File: src/rtl/mem_arbiter.sv
// mem_arbiter: shares a single-port RAM between an instruction fetch port
// and a data load/store port. Data requests take priority over fetches.
// Each access runs until a latency counter finishes. The counter freezes
// while ram_busy is high. After every completion the block spends one idle
// "bubble" cycle, so a requester that still holds its request is not
// accepted twice.
//
// Handshake: i_fetch / d_read / d_write are level requests. The requester
// holds a request (and its address/data) until the matching ready pulses.
// i_ready / d_ready are one-cycle pulses. The requester must drop the request
// on the cycle it sees ready. The arbiter latches address, data and operation
// on accept, so later input changes do not affect the access in flight.
module mem_arbiter #(
  parameter int unsigned LATENCY = 2
) (
  input  logic        clk,
  input  logic        rst,
  input  logic        i_fetch,
  input  logic [31:0] i_addr,
  output logic        i_ready,
  output logic [31:0] instruction_out,
  input  logic        d_read,
  input  logic        d_write,
  input  logic [31:0] d_addr,
  input  logic [31:0] d_wdata,
  output logic        d_ready,
  output logic [31:0] d_rdata,
  output logic [31:0] ram_addr,
  output logic [31:0] ram_wdata,
  output logic        ram_re,
  output logic        ram_we,
  input  logic [31:0] ram_rdata,
  input  logic        ram_busy,
  output logic        err,
  output logic [1:0]  dbg_state_o
);

  typedef enum logic [1:0] {
    S_IDLE    = 2'd0,
    S_IFETCH  = 2'd1,
    S_DACCESS = 2'd2
  } state_t;

  localparam logic [31:0] NOP      = 32'h0000_0013;
  localparam logic [3:0]  LAST_CNT = 4'(LATENCY - 1);

  state_t     state_q;
  logic [3:0] cnt_q;
  logic       bubble_q;

  // State is exported so external checkers can follow the FSM.
  assign dbg_state_o = state_q;

  // Arbitration FSM with registered RAM strobes, ready pulses and captured data.
  always_ff @(posedge clk or posedge rst) begin
    if (rst) begin
      state_q         <= S_IDLE;
      cnt_q           <= 4'd0;
      bubble_q        <= 1'b0;
      i_ready         <= 1'b0;
      d_ready         <= 1'b0;
      ram_re          <= 1'b0;
      ram_we          <= 1'b0;
      ram_addr        <= 32'd0;
      ram_wdata       <= 32'd0;
      d_rdata         <= 32'd0;
      err             <= 1'b0;
      instruction_out <= NOP;
    end else begin
      // Ready pulses and the bubble flag last a single cycle.
      i_ready  <= 1'b0;
      d_ready  <= 1'b0;
      bubble_q <= 1'b0;
      case (state_q)
        S_IDLE: begin
          // The cycle right after a completion ignores all requests.
          if (!bubble_q) begin
            if (d_read || d_write) begin
              state_q   <= S_DACCESS;
              cnt_q     <= 4'd0;
              ram_addr  <= {d_addr[31:2], 2'b00};
              ram_wdata <= d_wdata;
              // A simultaneous read+write is treated as a write and flagged.
              ram_we    <= d_write;
              ram_re    <= ~d_write;
              if ((d_addr[1:0] != 2'b00) || (d_read && d_write)) begin
                err <= 1'b1;
              end
            end else if (i_fetch) begin
              state_q   <= S_IFETCH;
              cnt_q     <= 4'd0;
              ram_addr  <= {i_addr[31:2], 2'b00};
              ram_wdata <= 32'd0;
              ram_re    <= 1'b1;
              ram_we    <= 1'b0;
              if (i_addr[1:0] != 2'b00) begin
                err <= 1'b1;
              end
            end
          end
        end
        S_IFETCH, S_DACCESS: begin
          // A stall freezes the counter. Completion needs a non-stalled final cycle.
          if (!ram_busy) begin
            if (cnt_q == LAST_CNT) begin
              state_q  <= S_IDLE;
              cnt_q    <= 4'd0;
              bubble_q <= 1'b1;
              ram_re   <= 1'b0;
              ram_we   <= 1'b0;
              if (state_q == S_IFETCH) begin
                instruction_out <= ram_rdata;
                i_ready         <= 1'b1;
              end else begin
                d_ready <= 1'b1;
                if (!ram_we) begin
                  d_rdata <= ram_rdata;
                end
              end
            end else begin
              cnt_q <= cnt_q + 4'd1;
            end
          end
        end
        default: state_q <= S_IDLE;
      endcase
    end
  end

endmodule

File: config.mk
export PLATFORM = sky130hd
export DESIGN_NAME = mem_arbiter
export DESIGN_NICKNAME = d
export VERILOG_FILES = /design/src/rtl/mem_arbiter.sv
export SDC_FILE = /design/constraint.sdc
export NUM_CORES = 1
export LEC_CHECK = 0
export ABC_AREA = 1
export BUFFER_PORTS_ARGS = -buffer_cell sky130_fd_sc_hd__clkbuf_2
export CORE_ASPECT_RATIO = 1.5
export CORE_MARGIN = 4
export CORE_UTILIZATION = 43
export DETAILED_ROUTE_END_ITERATION = 12
export GPL_TIMING_DRIVEN = 0
export PLACE_DENSITY_LB_ADDON = 0.2
export RECOVER_POWER = 50
export SLEW_MARGIN = 20
export SYNTH_ARGS = -nofsm -noshare
export SYNTH_HDL_FRONTEND = slang
export SYNTH_SLANG_ARGS = --single-unit
File: constraint.sdc
create_clock -name clk -period 3.92 [get_ports clk]
set_input_delay 0.196 -clock clk [delete_from_list [all_inputs] [get_ports clk]]
set_output_delay 0.196 -clock clk [all_outputs]
set_load 0.01 [all_outputs]
==> qor.yml <==
status: "complete, but fails checks"
violations: "capacitance limit, slew limit"
cpPeakStageDelay_ns: 1.18
place_area_um2: 7800
slew_viol_final: 45
async_flop_share: 1.00
holdPathEnd: "ram_wdata[23]$_DFFE_PP0P_"
yosysSeqAreaShare: 0.558
rsz0062_at_grt: "false"
hold_path_class: "input port to flop"
path_cells: "dlygate4sd3_1 > clkbuf_2 > clkinvlp_2 > buf_16"
synth_edf_count: 0
drt_wl_total_um: 17300
synthMuxAreaShare: 0
syn_inst: 746
die_w_um: 106
gp_congestion: 0.857
min_from: "d_wdata[23]"
whs_path_depth: 3
synth_area_um2: 6190
synth_xor_area_frac: 0.00141
finalCriticalPeriod_ns: 2.06
synth-compound-area-share: 0.0713
setup_viol: 0
die-area_um2: 16400
synthTopCellsByArea: "dfrtp_1 55%, nand2_1 22%, nand3_1 3.4%"
firstDrtPassIters: 4
die_h_um: 155
fin_cells: 1243
worst_pin_slew_ns: 2.08
crit_required_ns: 4.45
p_leak_nw: 4.57
cts_tree: "done"
timing.setup.tns_ns: 0
core-area_um2: 14100
synth_top_area_share: 0.546
final_nets: 1177
clk_latency_ns: 0.41
hold_viol: 0
post-route-period-util: 0.526
synth_flop_cell: "dfrtp_1"
area_growth_pct: 33.4
skew_ns: 0.0128
synth.avg_cell_area_um2: 8.30
ff_latch_area_um2: 3460
r2r_cells: 7
rr_startpoint: "dbg_state_o[0]$_DFFE_PP0P_"
reg2reg_to: "d_rdata[8]$_DFFE_PP0P_"
cts_sinks: 138
yosys.area_share.simple: 0.280
clockRootBuffer: "clkbuf_16"
vias: 5721
regToRegSetupSlack_ns: 2.06
synth_top_family_by_area: "simple AND/OR/NAND/NOR gates"
dpl.cell_count: 1206
ant_nets: 0
synth_seq_cells: 138
critPathMaxFanout: 94
cts_made_buffers: 17
wl_per_cell_um: 14.0
row_count: 53
cts-htree-levels: 4
cp-end-kind: "async pin"
avgViaCountPerCell: 4.60
worst_ep_arrival_time_ns: 2.59
irDropWorstVdd_uv: 301
fillCellCount: 1402
antenna_cells: 0
initial_core_util: 0.440
boundaryPins: 269
cp-start-kind: "input port"
synth_common_cells: "371 x nand2_1, 135 x dfrtp_1, 52 x inv_1, 42 x nand3_1, 34 x o21ai_0"
critical_path_class: "input port to async pin"
grt_pass1_vias: 5737
relSlewSlack: -0.397
grt_max_degree: 95
cap_violations: 1
yosysWarnings: 0
grt_overflow: 0
synth_cell_type_count: 26
clockBufferDepth: 2
grt.total_usage: 0.212
fmax_mhz: 485
drt-initial-drc-count: 219
clkSlewWorstSetupHoldPaths_ns: 0.07
hpwl_um: 13300
yosysMostFrequentCell: "nand2_1"
cp_slowest_cell: "clkinvlp_2"
layout-drive-gt1-share: 0.231
drc: 0
fin_area_um2: 8260
synth_top_cell_by_area: "dfrtp_1"
portBuffers: 266
power_per_cell_area_nw_per_um2: 761
grt_pass1_wl_um: 27800
antenna_found_initial: 0
multiInputGateArea_um2: 2250
crit_start: "rst"
synth_fa_ha_area_frac: 0.0101
-- area by class of cell --
class,count,share of cell area
well taps,192,0.0291
inverters,55,0.0252
clock buffers,17,0.0515
multi-input cells,512,0.273
clock inverters,15,0.0177
flip-flops and latches,138,0.419
repair buffers,272,0.151
plain buffers,42,0.0339
-- state kept, by name (all words and copies together) (netlist names) --
register	count
i_ready	1
dbg_state_o	2
err	1
d_rdata	32
bubble_q	1
ram_wdata	32
cnt_q	4
instruction_out	32
ram_addr	30
d_ready	1
ram_we	1
ram_re	1
-- layer usage --
metal | track usage | share of wire | up-vias
met2 | 0.371 | 0.50 | 223
met5 | 0 | 0 | -
li1 | - | - | 2871
met3 | 0.0652 | 0.077 | 23
met4 | 0.0691 | 0.019 | 0
met1 | 0.247 | 0.40 | 2604
-- placed cells by master (no fill, tap or decap) --
cell	n
buf_6	9
dlygate4sd3_1	5
o21bai_1	2
inv_2	3
inv_6	6
nand3_1	42
nand4_2	1
nor2_2	1
nand4_1	1
nand2_2	1
nand2_1	371
conb_1	2
dfrtp_1	135
nor2_4	1
xor2_1	1
clkinv_2	1
buf_2	15
nand3_2	2
clkinvlp_2	1
buf_16	1
nor3_4	1
clkbuf_2	140
clkbuf_1	135
clkinv_4	1
clkinv_8	1
clkbuf_16	17
o21ai_0	34
inv_1	51
clkinvlp_4	1
dfstp_2	3
o21ai_1	11
o21ai_2	23
ha_1	5
buf_4	9
nor2_1	13
inv_8	5
-- worst max-delay path: cells and delay by family --
kind | cells | cell delay [ns]
buf+inv | 4 | 2.30
-- report_power, final --
part           total, mW  switching (mW)  internal, mW
Sequential          2.40           0.348          2.05
Clock               1.54           0.695         0.848
Combinational       2.34            1.53         0.808
Total               6.28            2.58          3.71
-- logic make-up after synthesis --
| logic type | Yosys count |
|---|---|
| other | 1 |
| buffers and inverters | 97 |
| AND/OR/NAND/NOR | 434 |
| flip-flops | 138 |
| AO/OA/AOI/OAI | 70 |
| adder cells (fa/ha/maj) | 5 |
| XOR/XNOR | 1 |
-- metrics by stage --
| step | util | hold slack, ns | worst slack (ns) | power, mW |
|---|---|---|---|---|
| 2_1_floorplan | - | 0.295 | 0.0328 | 3.84 |
| 3_3_place_gp | 0.552 | 0.399 | -1.65 | 4.90 |
| 3_5_place_dp | 0.555 | 0.218 | 2.04 | 4.95 |
| 4_1_cts | 0.599 | 0.00340 | 2.01 | 6.52 |
| 5_1_grt | 0.587 | 0.00199 | 1.60 | 6.76 |
| 6_report | 0.587 | 0.0148 | 1.86 | 6.28 |
-- repair_timing --
action / in CTS / in global routing
hold buffers: 5 / 0
gates resized for setup: 0 / 0
setup buffers: 0 / 0
hold endpoints to repair: 45 / 0
-- worst max path at each step --
stage	endpoint	slack, ns	depth (start not counted)
detailed placement	d_rdata[8]$_DFFE_PP0P_	2.04	7
floorplan	bubble_q$_DFF_PP0_	0.03	1
global route	ram_addr[19]$_DFFE_PP0P_	1.60	4
global placement	instruction_out[23]$_DFFE_PP0P_	-1.65	2
finish	ram_addr[19]$_DFFE_PP0P_	1.86	4
CTS	d_rdata[8]$_DFFE_PP0P_	2.01	7
No activity file was read; power rests on OpenSTA's default activity.
